`src/rtl/des_pkg.sv`:
```
// Shared DES front-end definitions: datapath widths, padding modes and the
// block payload carried from the packer to its output register.
package des_pkg;

    localparam int unsigned DES_BLOCK_W   = 64;
    localparam int unsigned BYTE_W        = 8;
    localparam int unsigned BYTES_PER_BLK = DES_BLOCK_W / BYTE_W;
    localparam int unsigned CNT_W         = 3;
    localparam int unsigned PAD_CNT_W     = 4;

    localparam int unsigned PAD_ZERO  = 0;
    localparam int unsigned PAD_PKCS5 = 1;

    localparam logic [BYTE_W-1:0] PKCS_FULL_PAD = 8'h08;

    // One assembled block; data[63] is DES bit 1 (MSB of the first byte).
    typedef struct packed {
        logic [DES_BLOCK_W-1:0] data;
        logic                   last;
        logic [PAD_CNT_W-1:0]   pad_cnt;
    } des_blk_t;

    // Value written into each pad byte for the given mode and pad count.
    function automatic logic [BYTE_W-1:0] pad_byte(input int unsigned          mode,
                                                   input logic [PAD_CNT_W-1:0] cnt);
        return (mode == PAD_PKCS5) ? BYTE_W'(cnt) : '0;
    endfunction

endpackage

```
`src/rtl/des_blk_out_reg.sv`:
```
// Single-entry valid/ready output register for assembled DES blocks.
// Ports:
//   clk, rst_n  clock, async active-low reset
//   load_i      capture blk_i this edge (only asserted when empty or draining)
//   blk_i       incoming block payload
//   ready_i     consumer accepts the held block
//   valid_o     held block is valid
//   blk_o       held block payload
module des_blk_out_reg
    import des_pkg::*;
(
    input  logic     clk,
    input  logic     rst_n,
    input  logic     load_i,
    input  des_blk_t blk_i,
    input  logic     ready_i,
    output logic     valid_o,
    output des_blk_t blk_o
);

    logic     valid_q, valid_d;
    des_blk_t blk_q, blk_d;

    // Load wins over drain so back-to-back blocks keep valid high.
    always_comb begin
        valid_d = valid_q;
        blk_d   = blk_q;
        if (load_i) begin
            valid_d = 1'b1;
            blk_d   = blk_i;
        end else if (ready_i) begin
            valid_d = 1'b0;
        end
    end

    always_ff @(posedge clk or negedge rst_n) begin
        if (!rst_n) begin
            valid_q <= 1'b0;
            blk_q   <= '0;
        end else begin
            valid_q <= valid_d;
            blk_q   <= blk_d;
        end
    end

    assign valid_o = valid_q;
    assign blk_o   = blk_q;

endmodule

```
`src/rtl/des_block_packer.sv`:
```
// Byte-serial DES front end: packs an 8-bit plaintext stream into 64-bit
// blocks, pads the final block (zero or PKCS#5) and presents blocks on a
// valid/ready interface. blk_data[63] is DES bit 1, blk_data[0] is bit 64.
// Ports:
//   clk, rst_n             clock, async active-low reset
//   in_data/valid/last     byte stream in; in_data[7] is the first bit
//   in_ready               byte can be accepted this cycle
//   blk_data/valid/ready   block stream out
//   blk_last               final block of the message
//   blk_pad_cnt            pad bytes contained in the block (0..8)
module des_block_packer
    import des_pkg::*;
#(
    parameter int unsigned PAD_MODE = PAD_ZERO
) (
    input  logic                   clk,
    input  logic                   rst_n,
    input  logic [BYTE_W-1:0]      in_data,
    input  logic                   in_valid,
    input  logic                   in_last,
    output logic                   in_ready,
    output logic [DES_BLOCK_W-1:0] blk_data,
    output logic                   blk_valid,
    input  logic                   blk_ready,
    output logic                   blk_last,
    output logic [PAD_CNT_W-1:0]   blk_pad_cnt
);

    typedef logic [BYTES_PER_BLK-1:0][BYTE_W-1:0] lanes_t;

    localparam des_blk_t EXTRA_BLK = '{
        data:    {BYTES_PER_BLK{PKCS_FULL_PAD}},
        last:    1'b1,
        pad_cnt: PAD_CNT_W'(BYTES_PER_BLK)
    };

    logic [CNT_W-1:0] cnt_q, cnt_d;
    des_blk_t         asm_q, asm_d;       // partial block, or complete block when asm_full_q
    logic             asm_full_q, asm_full_d;
    logic             extra_q, extra_d;   // PKCS#5 all-pad block still owed

    logic             out_valid;
    des_blk_t         out_blk;
    logic             out_free_c;
    logic             load_c;
    des_blk_t         load_blk_c;

    logic             accept_c;
    logic             is_k7_c;
    logic             complete_c;
    logic             extra_set_c;
    logic [CNT_W-1:0] lane_c;
    logic [PAD_CNT_W-1:0] pad_cnt_c;
    logic [BYTE_W-1:0]    pad_val_c;
    lanes_t           lanes_c;
    des_blk_t         new_blk_c;

    assign out_free_c  = !out_valid || blk_ready;
    assign in_ready    = !extra_q && (!asm_full_q || out_free_c);
    assign accept_c    = in_valid && in_ready;
    assign is_k7_c     = (cnt_q == CNT_W'(BYTES_PER_BLK - 1));
    assign complete_c  = accept_c && (is_k7_c || in_last);
    assign extra_set_c = complete_c && in_last && is_k7_c && (PAD_MODE == PAD_PKCS5);

    // Merge the incoming byte into the assembly; later lanes take the pad value.
    // Byte k lives in lane 7-k so the first byte lands in the MSBs.
    always_comb begin
        pad_cnt_c = in_last ? (PAD_CNT_W'(BYTES_PER_BLK - 1) - PAD_CNT_W'(cnt_q)) : '0;
        pad_val_c = pad_byte(PAD_MODE, pad_cnt_c);
        lane_c    = CNT_W'(BYTES_PER_BLK - 1) - cnt_q;
        lanes_c   = asm_q.data;
        for (int unsigned l = 0; l < BYTES_PER_BLK; l++) begin
            if (CNT_W'(l) == lane_c) begin
                lanes_c[CNT_W'(l)] = in_data;
            end else if (CNT_W'(l) < lane_c) begin
                lanes_c[CNT_W'(l)] = pad_val_c;
            end
        end
        new_blk_c.data    = lanes_c;
        // A full PKCS#5 final block defers 'last' to the extra block behind it.
        new_blk_c.last    = in_last && !((PAD_MODE == PAD_PKCS5) && is_k7_c);
        new_blk_c.pad_cnt = pad_cnt_c;
    end

    // Output source priority: held block, then owed extra block, then fresh completion.
    always_comb begin
        load_c     = 1'b0;
        load_blk_c = new_blk_c;
        if (asm_full_q) begin
            load_c     = out_free_c;
            load_blk_c = asm_q;
        end else if (extra_q) begin
            load_c     = out_free_c;
            load_blk_c = EXTRA_BLK;
        end else if (complete_c) begin
            load_c     = out_free_c;
        end
    end

    // Counter, assembly register and pending-block flags.
    always_comb begin
        cnt_d      = cnt_q;
        asm_d      = asm_q;
        asm_full_d = asm_full_q;
        extra_d    = extra_q;
        if (asm_full_q && out_free_c) begin
            asm_full_d = 1'b0;
        end
        if (extra_q && !asm_full_q && out_free_c) begin
            extra_d = 1'b0;
        end
        if (accept_c) begin
            cnt_d = complete_c ? '0 : CNT_W'(cnt_q + CNT_W'(1));
            asm_d = new_blk_c;
            // Completion that could not go straight out is parked here.
            if (complete_c && !(load_c && !asm_full_q)) begin
                asm_full_d = 1'b1;
            end
        end
        if (extra_set_c) begin
            extra_d = 1'b1;
        end
    end

    always_ff @(posedge clk or negedge rst_n) begin
        if (!rst_n) begin
            cnt_q      <= '0;
            asm_q      <= '0;
            asm_full_q <= 1'b0;
            extra_q    <= 1'b0;
        end else begin
            cnt_q      <= cnt_d;
            asm_q      <= asm_d;
            asm_full_q <= asm_full_d;
            extra_q    <= extra_d;
        end
    end

    des_blk_out_reg u_out_reg (
        .clk     (clk),
        .rst_n   (rst_n),
        .load_i  (load_c),
        .blk_i   (load_blk_c),
        .ready_i (blk_ready),
        .valid_o (out_valid),
        .blk_o   (out_blk)
    );

    assign blk_valid   = out_valid;
    assign blk_data    = out_blk.data;
    assign blk_last    = out_blk.last;
    assign blk_pad_cnt = out_blk.pad_cnt;

endmodule

```
`config.mk`:
```
export PLATFORM = sky130hd
export DESIGN_NAME = des_block_packer
export DESIGN_NICKNAME = d
export VERILOG_FILES = /design/src/rtl/des_pkg.sv /design/src/rtl/des_blk_out_reg.sv /design/src/rtl/des_block_packer.sv
export SDC_FILE = /design/constraint.sdc
export NUM_CORES = 1
export LEC_CHECK = 0
export CAP_MARGIN = 15
export CORE_MARGIN = 5
export CORE_UTILIZATION = 49
export DETAILED_ROUTE_END_ITERATION = 7
export PLACE_DENSITY = 0.7
export SYNTH_ARGS = -nofsm -noshare
export SYNTH_HDL_FRONTEND = slang
export SYNTH_SLANG_ARGS = --single-unit
```
`constraint.sdc`:
```
create_clock -name clk -period 4.65 [get_ports clk]
set_clock_uncertainty 0.05 [all_clocks]
set_input_delay 1.1625 -clock clk [delete_from_list [all_inputs] [get_ports clk]]
set_output_delay 1.1625 -clock clk [all_outputs]
set_load 0.03 [all_outputs]
```
# Word level (Yosys, flattened, before mapping)
# Cells that the tools add are included.
# Widths: inputs -> output; s select.
dict set report word_totals {
  register_bits 143
  latchBits 0
  mem_bits_rw 0
  romBits 0
  in_bits 13
  out_inout_bits 71
  n_memories 0
}
dict set report op_classes {
  add_sub_neg 3
  n_mul 0
  div_mod_pow 0
  order_cmp 8
  n_eq_ne 8
  n_shift 0
  mux 26
  n_bitwise 0
  n_reduce_logical 13
}
# cell n
set ops {}
lappend ops {{$mux 8} 16}
lappend ops {{$mux 69} 1}
lappend ops {{$eq 3x3->1 const A} 4}
lappend ops {{$lt 3x3->1 const A} 4}
lappend ops {{$mux 1} 7}
lappend ops {{$eq 2x3->1 const A} 2}
lappend ops {{$lt 1x3->1 const A} 2}
lappend ops {{$lt 2x3->1 const A} 2}
lappend ops {{$logic_and 1x1->1} 5}
lappend ops {{$mux 4} 1}
lappend ops {{$sub 3x3->4 const A} 1}
lappend ops {{$add 3x1->3 const B} 1}
lappend ops {{$eq 1x3->1 const A} 1}
lappend ops {{$eq 3x3->1 const B} 1}
lappend ops {{$logic_not 1->1} 3}
lappend ops {{$logic_not 3->1} 1}
lappend ops {{$logic_or 1x1->1} 3}
lappend ops {{$mux 3} 1}
lappend ops {{$sub 3x3->3 const A} 1}
lappend ops {{$reduce_bool 2->1} 1}

# Logic depth before layout (Yosys ltp)
# Gate-level depths: netlist of run 1.
dict set report depth {
  word_depth 12
  mapped_depth 9
  depth_no_buf 6
}

# Modules after synthesis
# A second synthesis of run 1 with hierarchy kept.
dict set report hier_totals {
  cells_unflattened 561
  hier_area_um2 7058.0
}
# mod instances cells_per_inst area_per_inst_um2 seq_area_each_um2
set modules_own_cells {}
lappend modules_own_cells {des_block_packer 1 412 4107.7 1801.7}
lappend modules_own_cells {des_blk_out_reg 1 149 2950.3 1751.7}

# Worst setup path after synthesis of run 1
# OpenSTA, ideal clock, no wires.
dict set report synth_path {
  path_type {input to output}
  startpoint {input blk_ready}
  endpoint {output in_ready}
  t_arrival_ns 1.377
  required_ns 3.438
  slack_ns 2.060
  path_stages 1
  path_buffers 0
  path_cell_list {nand3b_4}
}
dict set report synth_via {
  elab_chain_cells 2
}
# item line
set synth_lines {}
lappend synth_lines {{start, declared} des_block_packer.sv:24} ;# input logic blk_ready,
lappend synth_lines {{$logic_or 1x1->1} des_block_packer.sv:58} ;# assign out_free_c = !out_valid || blk_ready;
lappend synth_lines {{$logic_or 1x1->1} des_block_packer.sv:59} ;# assign in_ready = !extra_q && (!asm_full_q || out_free_c);
lappend synth_lines {{end, declared} des_block_packer.sv:21} ;# output logic in_ready,
# No other way between the ends.

# Worst setup path after layout of run 1
# Ends and elaborated chain as after synthesis.

==> reports/metrics.cfg, run 1 <==
[drt]
wl_met2_um=7855
drt_iter0_markers=412
vias=5085
detailroute.wirelength.met3_um=648
final_antenna_net_count=0
wl_um=15990
drt-met1-wl_um=7230
drc=0
top_layer=met4
vias_per_cell=5.885
firstDrtPassIters=5
wl_per_cell_um=18.51

[clock_tree]
h-tree-depth=4
cts_resized=0
cts_tree=yes
clk_latency_ns=0.41
numCtsBuffers=17
cts-root-buf=clkbuf_16
cts.sinks=141
clock_path_buffers=2
cts_hold_buffers=0
post-cts-setup-buffer-count=0
clk_pin_slew_ns=0.06

[yosys]
synth_cell_types=48
netlist_instances=626
synthesis.nets=644
synth_area_per_cell_um2=10.41
synth-main-ff-cell=dfrtp_1
yosysSeqAreaShare_pct=54.14
netlist_area_um2=6518
ys_warn_count=0
async_flop_share_pct=100.0
synth_edf_count=0
ys_ff_latch=141

[placement]
gp_congestion=0.7802
place_hpwl_um=10230
portBuffers=82

[critical_path]
critical_path_class=input port to output pin
required_ns=3.44
critPathLaunchType=input port
worstPathArrival_ns=2.53
crit_fanout=6
endpoint_kind=output pin

[grt]
grt_pass1_vias=4965
antenna_found_initial=0
grt_pass1_wl_um=26480
grt_max_degree=83
overflow=0
track_usage_pct=20.79

[sta]
tns_ns=0
tightestPinTransition_ns=1.163
maxSlewHeadroom_pct=22.17
whs_ns=0.4286
final_max_slew_viol_count=0
rsz0062_at_grt=false
fmax_mhz=267.1
min_period_ns=3.744
hold_violations=0
setup_viol=0
fin_crit_sh_pct=80.52

[final_layout]
area_growth_pct=21.17
layout-drive-gt1-share_pct=8.430
diodes=0
final_nets=694

[floorplan]
rows=42
die-area_um2=15710
ioPinCount=84
fp.coreArea_um2=13140
die_y_um=125.3
start_util_pct=49.61
die_w_um=125.3

[power]
internal-power_mw=2.600
power_density_nw_per_um2=477.3
vdd_ir_drop_max_mv=0.2564
seqPwrFrac_pct=40.3
power_switching_mw=1.169
power_leakage_nw=3.424
clkPwrFrac_pct=36.1
p_sw_share_pct=31.03
p_comb_share_pct=23.5

[run_status]
status=finished, final reports clean

[job]
drv_cap=0

[hold_path]
hold_class=flop to flop

state kept, by name, summed over array words and instances (netlist names):
signal             count
cnt_q                  3
u_out_reg.valid_o      1
asm_full_q             1
u_out_reg.blk_o       68
asm_q                 68
Yosys cell counts, types with 5 or more instances:
master       n  area share [%]
a211o_1      8             1.1
a211oi_1     8            0.92
a21boi_0     7            0.81
a21oi_1     17             1.3
a221oi_1     8             1.1
a22o_1      24             3.2
a22oi_1     16             1.8
a2bb2oi_1    8             1.1
a31oi_1      7            0.67
a32o_1      16             2.5
a32oi_1      9             1.2
and3_1      17             1.6
buf_2       25             1.9
buf_4        6            0.69
buf_6        5            0.86
clkbuf_1    17            0.98
dfrtp_1    141              54
ha_1         5            0.96
mux2_2      11             1.9
mux2i_1      9             1.4
nand2_1     93             5.4
nand2b_1     5            0.48
nor2_1      13            0.75
nor2b_1     11             1.1
nor3b_1      9             1.0
o21ai_0     84             6.5
o21ai_1     11            0.84
o22ai_1      8            0.77
stage by stage:
stage	total power, mW	utilization (%)	setup slack (ns)	instance area, um2	cells
CTS	3.795	60.11	0.9001	7898	864
global placement	2.402	55.56	0.9149	7300	833
global route	3.938	60.11	0.8593	7898	864
detailed placement	2.431	55.56	0.9095	7300	833
finish	3.769	60.11	0.9056	7898	864
floorplan	2.086	-	2.060	6518	626
layout make-up:
cell class	instances	area (um2)
clock buffers	19	452.9
clock inverters	12	145.1
fillers	1117	5240
inverters	3	11.26
multi-input cells	425	2673
flip-flops and latches	141	3528
well taps	176	220.2
repair buffers	88	867.1
per-layer routing:
layer	vias up	GRT usage [%]
li1	2388	-
met1	2552	29.33
met2	124	32.65
met3	21	4.179
met4	0	6.569
met5	-	0
worst paths after layout:
kind / start / to / slack [ns] / cells past startpoint
min in group asynchronous: rst_n / u_out_reg.blk_o[30] / 0.75 / 1
worst max-delay path: blk_ready / in_ready / 0.91 / 3
worst min-delay path: u_out_reg.blk_o[28] / u_out_reg.blk_o[28] / 0.43 / 2
max in group asynchronous: rst_n / asm_q[64] / 2.90 / 2
worst min register to register: u_out_reg.blk_o[28] / u_out_reg.blk_o[28] / 0.43 / 2
worst max register to register: cnt_q[1] / u_out_reg.blk_o[44] / 1.55 / 5
cell families after synthesis:
logic type,share of synthesized area [%]
AOI/OAI and AO/OA,24.25
adders and majority gates,0.9599
buffers and inverters,4.857
DFF,54.14
muxes,3.283
other,0.05754
and+or+nand+nor,12.46
placed cells by master (no fill, tap or decap), types with 6 or more instances in the layout:
cell type	synthesis	final
a211o_1	8	8
a211oi_1	8	8
a21boi_0	7	7
a21oi_1	17	17
a221oi_1	8	8
a22o_1	24	24
a22oi_1	16	16
a2bb2oi_1	8	8
a31oi_1	7	7
a32o_1	16	16
a32oi_1	9	9
and3_1	17	17
buf_4	6	6
clkbuf_16	0	17
clkdlybuf4s50_1	0	81
dfrtp_1	141	141
mux2_2	11	11
mux2i_1	9	9
nand2_1	93	93
nor2_1	13	13
nor2b_1	11	11
nor3b_1	9	9
o21ai_0	84	84
o21ai_1	11	11
o22ai_1	8	8
power by group through the flow:
stage | Combinational [mW] | Sequential (mW) | Clock [mW]
floorplan | 0.388 | 1.70 | 0
global placement | 0.871 | 1.53 | 0
detailed placement | 0.890 | 1.54 | 0
CTS | 0.894 | 1.52 | 1.38
global route | 0.954 | 1.55 | 1.44
finish | 0.887 | 1.52 | 1.36
critical path, cell delays in order:
cell and delay (ns):
clkdlybuf4s50_1 0.50, nand3b_4 0.18, clkdlybuf4s50_1 0.69
(Power assumes the default switching activity.)
==> run 2: changes to the inputs <==
- clock period: 4.65 -> 3.9 ns (I/O delays scaled with it)
==> reports/metrics.cfg, run 2 (synthesized netlist as in run 1, its figures left out) <==
[critical_path]
worstPathArrival_ns=2.32  ; was 2.53 ns
required_ns=2.87  ; was 3.44 ns
endpoint_kind=output pin  ; unchanged
critical_path_class=input port to output pin  ; unchanged
crit_end=in_ready  ; unchanged
reg2reg_depth=8  ; was 5
crit_start=blk_ready  ; unchanged
r2r_slack_ns=1.01  ; was 1.55 ns
crit-reg2reg-capture=u_out_reg.blk_o[12]  ; was u_out_reg.blk_o[44]
rr_startpoint=cnt_q[1]  ; unchanged
critPathLaunchType=input port  ; unchanged
crit_fanout=6  ; unchanged

[sta]
fin_crit_sh_pct=85.80
setup_viol=0  ; unchanged
rsz0062_at_grt=false  ; unchanged
hold_violations=0  ; unchanged
min_period_ns=3.346
fmax_mhz=298.9
maxSlewHeadroom_pct=40.25  ; was 22.17%
tns_ns=0  ; unchanged
final_max_slew_viol_count=0  ; unchanged
setup_ws_ns=0.5539  ; was 0.9056 ns
tightestPinTransition_ns=0.8935  ; was 1.163 ns

[floorplan]
fp.coreArea_um2=13140  ; unchanged
die_w_um=125.3  ; unchanged
die-area_um2=15710  ; unchanged
start_util_pct=49.61  ; unchanged
ioPinCount=84  ; unchanged
die_y_um=125.3  ; unchanged
rows=42  ; unchanged

[clock_tree]
cts_tree=yes  ; unchanged
numCtsBuffers=17  ; unchanged
clk_latency_ns=0.42  ; was 0.41 ns
cts_hold_buffers=0  ; unchanged
clock_path_buffers=2  ; unchanged
cts_resized=0  ; unchanged
clk_pin_slew_ns=0.06  ; about the same
cts.sinks=141  ; unchanged
cts-root-buf=clkbuf_16  ; unchanged
h-tree-depth=4  ; unchanged
post-cts-setup-buffer-count=0  ; unchanged

[power]
clkPwrFrac_pct=35.3  ; was 36.1%
p_sw_share_pct=31.53  ; was 31.03%
power_switching_mw=1.401  ; was 1.169 mW
internal-power_mw=3.041  ; was 2.600 mW
p_comb_share_pct=24.0  ; was 23.5%
power_leakage_nw=3.445  ; was 3.424 nW
power_density_nw_per_um2=561.0  ; was 477.3 nW/um2
seqPwrFrac_pct=40.7  ; was 40.3%
vdd_ir_drop_max_mv=0.2722  ; was 0.2564 mV

[drt]
drt_iter0_markers=371  ; was 412
drc=0  ; unchanged
firstDrtPassIters=5  ; unchanged
vias_per_cell=5.875  ; was 5.885
wl_um=15840  ; was 15,990 um
vias=5105  ; was 5,085
final_antenna_net_count=0  ; unchanged
wl_per_cell_um=18.23  ; was 18.51 um

[final_layout]
layout-drive-gt1-share_pct=9.091  ; was 8.430%
area_growth_pct=21.48  ; was 21.17%
final_common_cell=dfrtp_1  ; unchanged
final_cell_mix=dfrtp_1 (141), nand2_1 (93), o21ai_0 (84), clkdlybuf4s50_1 (81), a22o_1 (24)  ; unchanged
final_nets=698  ; was 694
fillers=1085  ; was 1,117
diodes=0  ; unchanged

[grt]
overflow=0  ; unchanged
grt_pass1_wl_um=26420  ; was 26,480 um
grt_max_degree=84  ; was 83
track_usage_pct=20.66  ; was 20.79%
grt_pass1_vias=5015  ; was 4,965
antenna_found_initial=0  ; unchanged

[placement]
pre_cts_ws_ns=0.5428  ; was 0.9095 ns
place_hpwl_um=10120  ; was 10,230 um
portBuffers=82  ; unchanged
gp_congestion=0.7848  ; was 0.7802

[run_status]
status=finished, final reports clean  ; unchanged

[job]
drv_cap=0  ; unchanged

[hold_path]
hold_class=flop to flop  ; unchanged

[run 2: changes by cell type in the layout (fill, tap and decap cells not counted), sizes merged]
cell and delta:
buf +4, bufinv -1, clkinv +3, clkinvlp -1
[run 2: area by class of cell]
type	instances	area (um2)	area share (%)
multi-input combinational	425	2673	33.75
clock inverter	13	122.6	1.549
clock buffer	19	452.9	5.721
timing repair buffer	92	909.6	11.49
inverter	3	11.26	0.1422
tap	176	220.2	2.781
sequential	141	3528	44.56
[run 2: worst min-delay path by stage]
stage	startpoint	endpoint	cells after the start	slack, ns
2_1_floorplan	asm_q[4]	asm_q[4]	2	0.40
3_3_place_gp	asm_q[4]	asm_q[4]	2	0.41
3_5_place_dp	u_out_reg.blk_o[64]	u_out_reg.blk_o[64]	2	0.42
4_1_cts	u_out_reg.blk_o[64]	u_out_reg.blk_o[64]	2	0.43
5_1_grt	u_out_reg.blk_o[33]	u_out_reg.blk_o[33]	2	0.45
6_report	u_out_reg.blk_o[6]	u_out_reg.blk_o[6]	2	0.42
[run 2: stage by stage]
stage,cell area (um2),power [mW],hold slack [ns],std cells,util [%]
floorplan,6518,2.488,0.3955,626,-
global placement,7342,2.875,0.4102,837,55.89
detailed placement,7342,2.904,0.4196,837,55.89
CTS,7918,4.473,0.4333,869,60.27
global route,7918,4.637,0.4488,869,60.27
finish,7918,4.441,0.4244,869,60.27
[run 2: critical path, stage by stage]
cell,delay [ns]
clkdlybuf4s50_1,0.49
nand3b_4,0.17
clkdlybuf4s50_1,0.68
[run 2: power by group through the flow]
stage               Sequential (mW)  Clock, mW  Combinational (mW)
detailed placement             1.83          0                1.07
floorplan                      2.03          0               0.462
global route                   1.83       1.66                1.15
finish                         1.81       1.57                1.07
global placement               1.82          0                1.05
CTS                            1.81       1.59                1.08
[run 2: metal layers]
layer	share of wire, %	vias to the layer above	global-route usage (%)
met3	5.8	30	5.458
met4	1.9	0	7.270
li1	-	2408	-
met2	48	150	33.06
met5	0	-	0
met1	44	2517	27.39
==> run 3: changes to the inputs <==
- CORE_UTILIZATION: 49 -> 45
- PLACE_DENSITY: 0.7 -> 0.65
- SLEW_MARGIN: not set -> 0
==> reports/metrics.cfg, run 3 (synthesized netlist as in run 1, its figures left out) <==
[run_status]
status=finished, final reports clean  ; unchanged

[power]
internal-power_mw=2.978  ; was 3.041 mW
power_density_nw_per_um2=548.6  ; was 561.0 nW/um2
seqPwrFrac_pct=41.7  ; was 40.7%
p_sw_share_pct=31.14  ; was 31.53%
power_leakage_nw=3.423  ; was 3.445 nW
clkPwrFrac_pct=33.6  ; was 35.3%
vdd_ir_drop_max_mv=0.2875  ; was 0.2722 mV
power_switching_mw=1.347  ; was 1.401 mW
p_comb_share_pct=24.6  ; was 24.0%

[final_layout]
diodes=0  ; unchanged
fin_area_um2=7885  ; was 7918 um2
final_common_cell=dfrtp_1  ; unchanged
layout-drive-gt1-share_pct=7.803  ; was 9.091%
final_util_pct=54.88  ; was 60.27%
area_growth_pct=20.98  ; was 21.48%
final_nets=700  ; was 698
final_cell_mix=dfrtp_1 (141), nand2_1 (93), o21ai_0 (84), clkdlybuf4s50_1 (81), a22o_1 (24)  ; unchanged

[grt]
track_usage_pct=19.59  ; was 20.66%
grt_pass1_wl_um=25650  ; was 26,420 um
grt_max_degree=77  ; was 84
antenna_found_initial=0  ; unchanged
overflow=0  ; unchanged
grt_pass1_vias=4776  ; was 5,015

[floorplan]
start_util_pct=45.36  ; was 49.61%
die-area_um2=16990  ; was 15,710 um2
ioPinCount=84  ; unchanged
rows=44  ; was 42
die_y_um=130.3  ; was 125.3 um
die_w_um=130.3  ; was 125.3 um
fp.coreArea_um2=14370  ; was 13,140 um2

[drt]
firstDrtPassIters=5  ; unchanged
drc=0  ; unchanged
wl_per_cell_um=18.30  ; was 18.23 um
drt_iter0_markers=463  ; was 371
vias_per_cell=5.776  ; was 5.875
final_antenna_net_count=0  ; unchanged
vias=5060  ; was 5,105
wl_um=16030  ; was 15,840 um

[sta]
setup_viol=0  ; unchanged
setup_ws_ns=0.5521  ; was 0.5539 ns
rsz0062_at_grt=false  ; unchanged
fin_crit_sh_pct=85.84  ; was 85.80%
min_period_ns=3.348  ; was 3.346 ns
tightestPinTransition_ns=0.8628  ; was 0.8935 ns
fmax_mhz=298.7  ; was 298.9 MHz
tns_ns=0  ; unchanged
final_max_slew_viol_count=0  ; unchanged
hold_violations=0  ; unchanged
maxSlewHeadroom_pct=42.30  ; was 40.25%

[critical_path]
reg2reg_depth=8  ; unchanged
critPathLaunchType=input port  ; unchanged
worstPathArrival_ns=2.32  ; about the same
endpoint_kind=output pin  ; unchanged
critical_path_class=input port to output pin  ; unchanged
crit-reg2reg-capture=u_out_reg.blk_o[12]  ; unchanged
crit_end=in_ready  ; unchanged
rr_startpoint=cnt_q[1]  ; unchanged
r2r_slack_ns=0.99  ; was 1.01 ns
crit_start=blk_ready  ; unchanged
crit_fanout=6  ; unchanged
required_ns=2.87  ; about the same

[placement]
pre_cts_ws_ns=0.5519  ; was 0.5428 ns
dpl-instance-area_um2=7367  ; was 7342 um2
place_hpwl_um=10320  ; was 10,120 um
portBuffers=82  ; unchanged
gp_congestion=0.7588  ; was 0.7848

[hold_path]
hold_class=flop to flop  ; unchanged

[clock_tree]
clock_path_buffers=2  ; unchanged
clk_latency_ns=0.42  ; about the same
cts_hold_buffers=0  ; unchanged
cts.sinks=141  ; unchanged
h-tree-depth=4  ; unchanged
post-cts-setup-buffer-count=0  ; unchanged
cts_resized=0  ; unchanged
numCtsBuffers=17  ; unchanged
cts-root-buf=clkbuf_16  ; unchanged
clk_pin_slew_ns=0.05  ; was 0.06 ns
cts_tree=yes  ; unchanged

[job]
drv_cap=0  ; unchanged

run 3: changes by cell type in the layout (fill, tap and decap cells not counted):
cell,before,now
bufinv_16,2,1
clkinvlp_4,3,0
buf_4,9,11
clkinv_2,8,1
clkbuf_1,0,8
run 3: through the flow:
step	power [mW]	std cells	hold slack [ns]
3_3_place_gp	2.879	847	0.4118
3_5_place_dp	2.904	847	0.4176
4_1_cts	4.368	876	0.4327
2_1_floorplan	2.488	626	0.3955
6_report	4.325	876	0.4261
5_1_grt	4.532	876	0.4459
run 3: critical path, cell delays in order:
cell and delay [ns]:
clkdlybuf4s50_1 0.49, nand3b_4 0.17, clkdlybuf4s50_1 0.68
run 3: how the worst min path moves through the flow:
| stage | from | to | slack [ns] | depth (start not counted) |
|---|---|---|---|---|
| floorplan | asm_q[4] | asm_q[4] | 0.40 | 2 |
| global placement | u_out_reg.blk_o[15] | u_out_reg.blk_o[15] | 0.41 | 2 |
| global route | asm_q[4] | asm_q[4] | 0.45 | 2 |
| detailed placement | asm_q[4] | asm_q[4] | 0.42 | 2 |
| CTS | asm_q[4] | asm_q[4] | 0.43 | 2 |
| finish | u_out_reg.blk_o[30] | u_out_reg.blk_o[30] | 0.43 | 2 |
run 3: power by group through the flow:
| stage | Combinational (mW) | Sequential [mW] | Clock, mW |
|---|---|---|---|
| after floorplan | 0.462 | 2.03 | 0 |
| after global placement | 1.06 | 1.82 | 0 |
| after detailed placement | 1.07 | 1.83 | 0 |
| after CTS | 1.08 | 1.81 | 1.48 |
| after global routing | 1.15 | 1.83 | 1.55 |
| final | 1.07 | 1.81 | 1.45 |
run 3: area by class of cell:
class / count / area (um2)
sequential: 141 / 3528
timing repair buffer: 94 / 924.6
clock inverter: 2 / 35.03
clock buffer: 27 / 483.0
tap: 184 / 230.2
multi-input combinational: 425 / 2673
inverter: 3 / 11.26
fill: 1224 / 6484
run 3: layer usage:
layer,vias up,wire length [um],track usage (%)
met1,2500,7368,27.75
met3,21,920,5.321
met5,-,0,0
met2,139,7422,29.27
met4,0,319,6.655
li1,2400,-,-
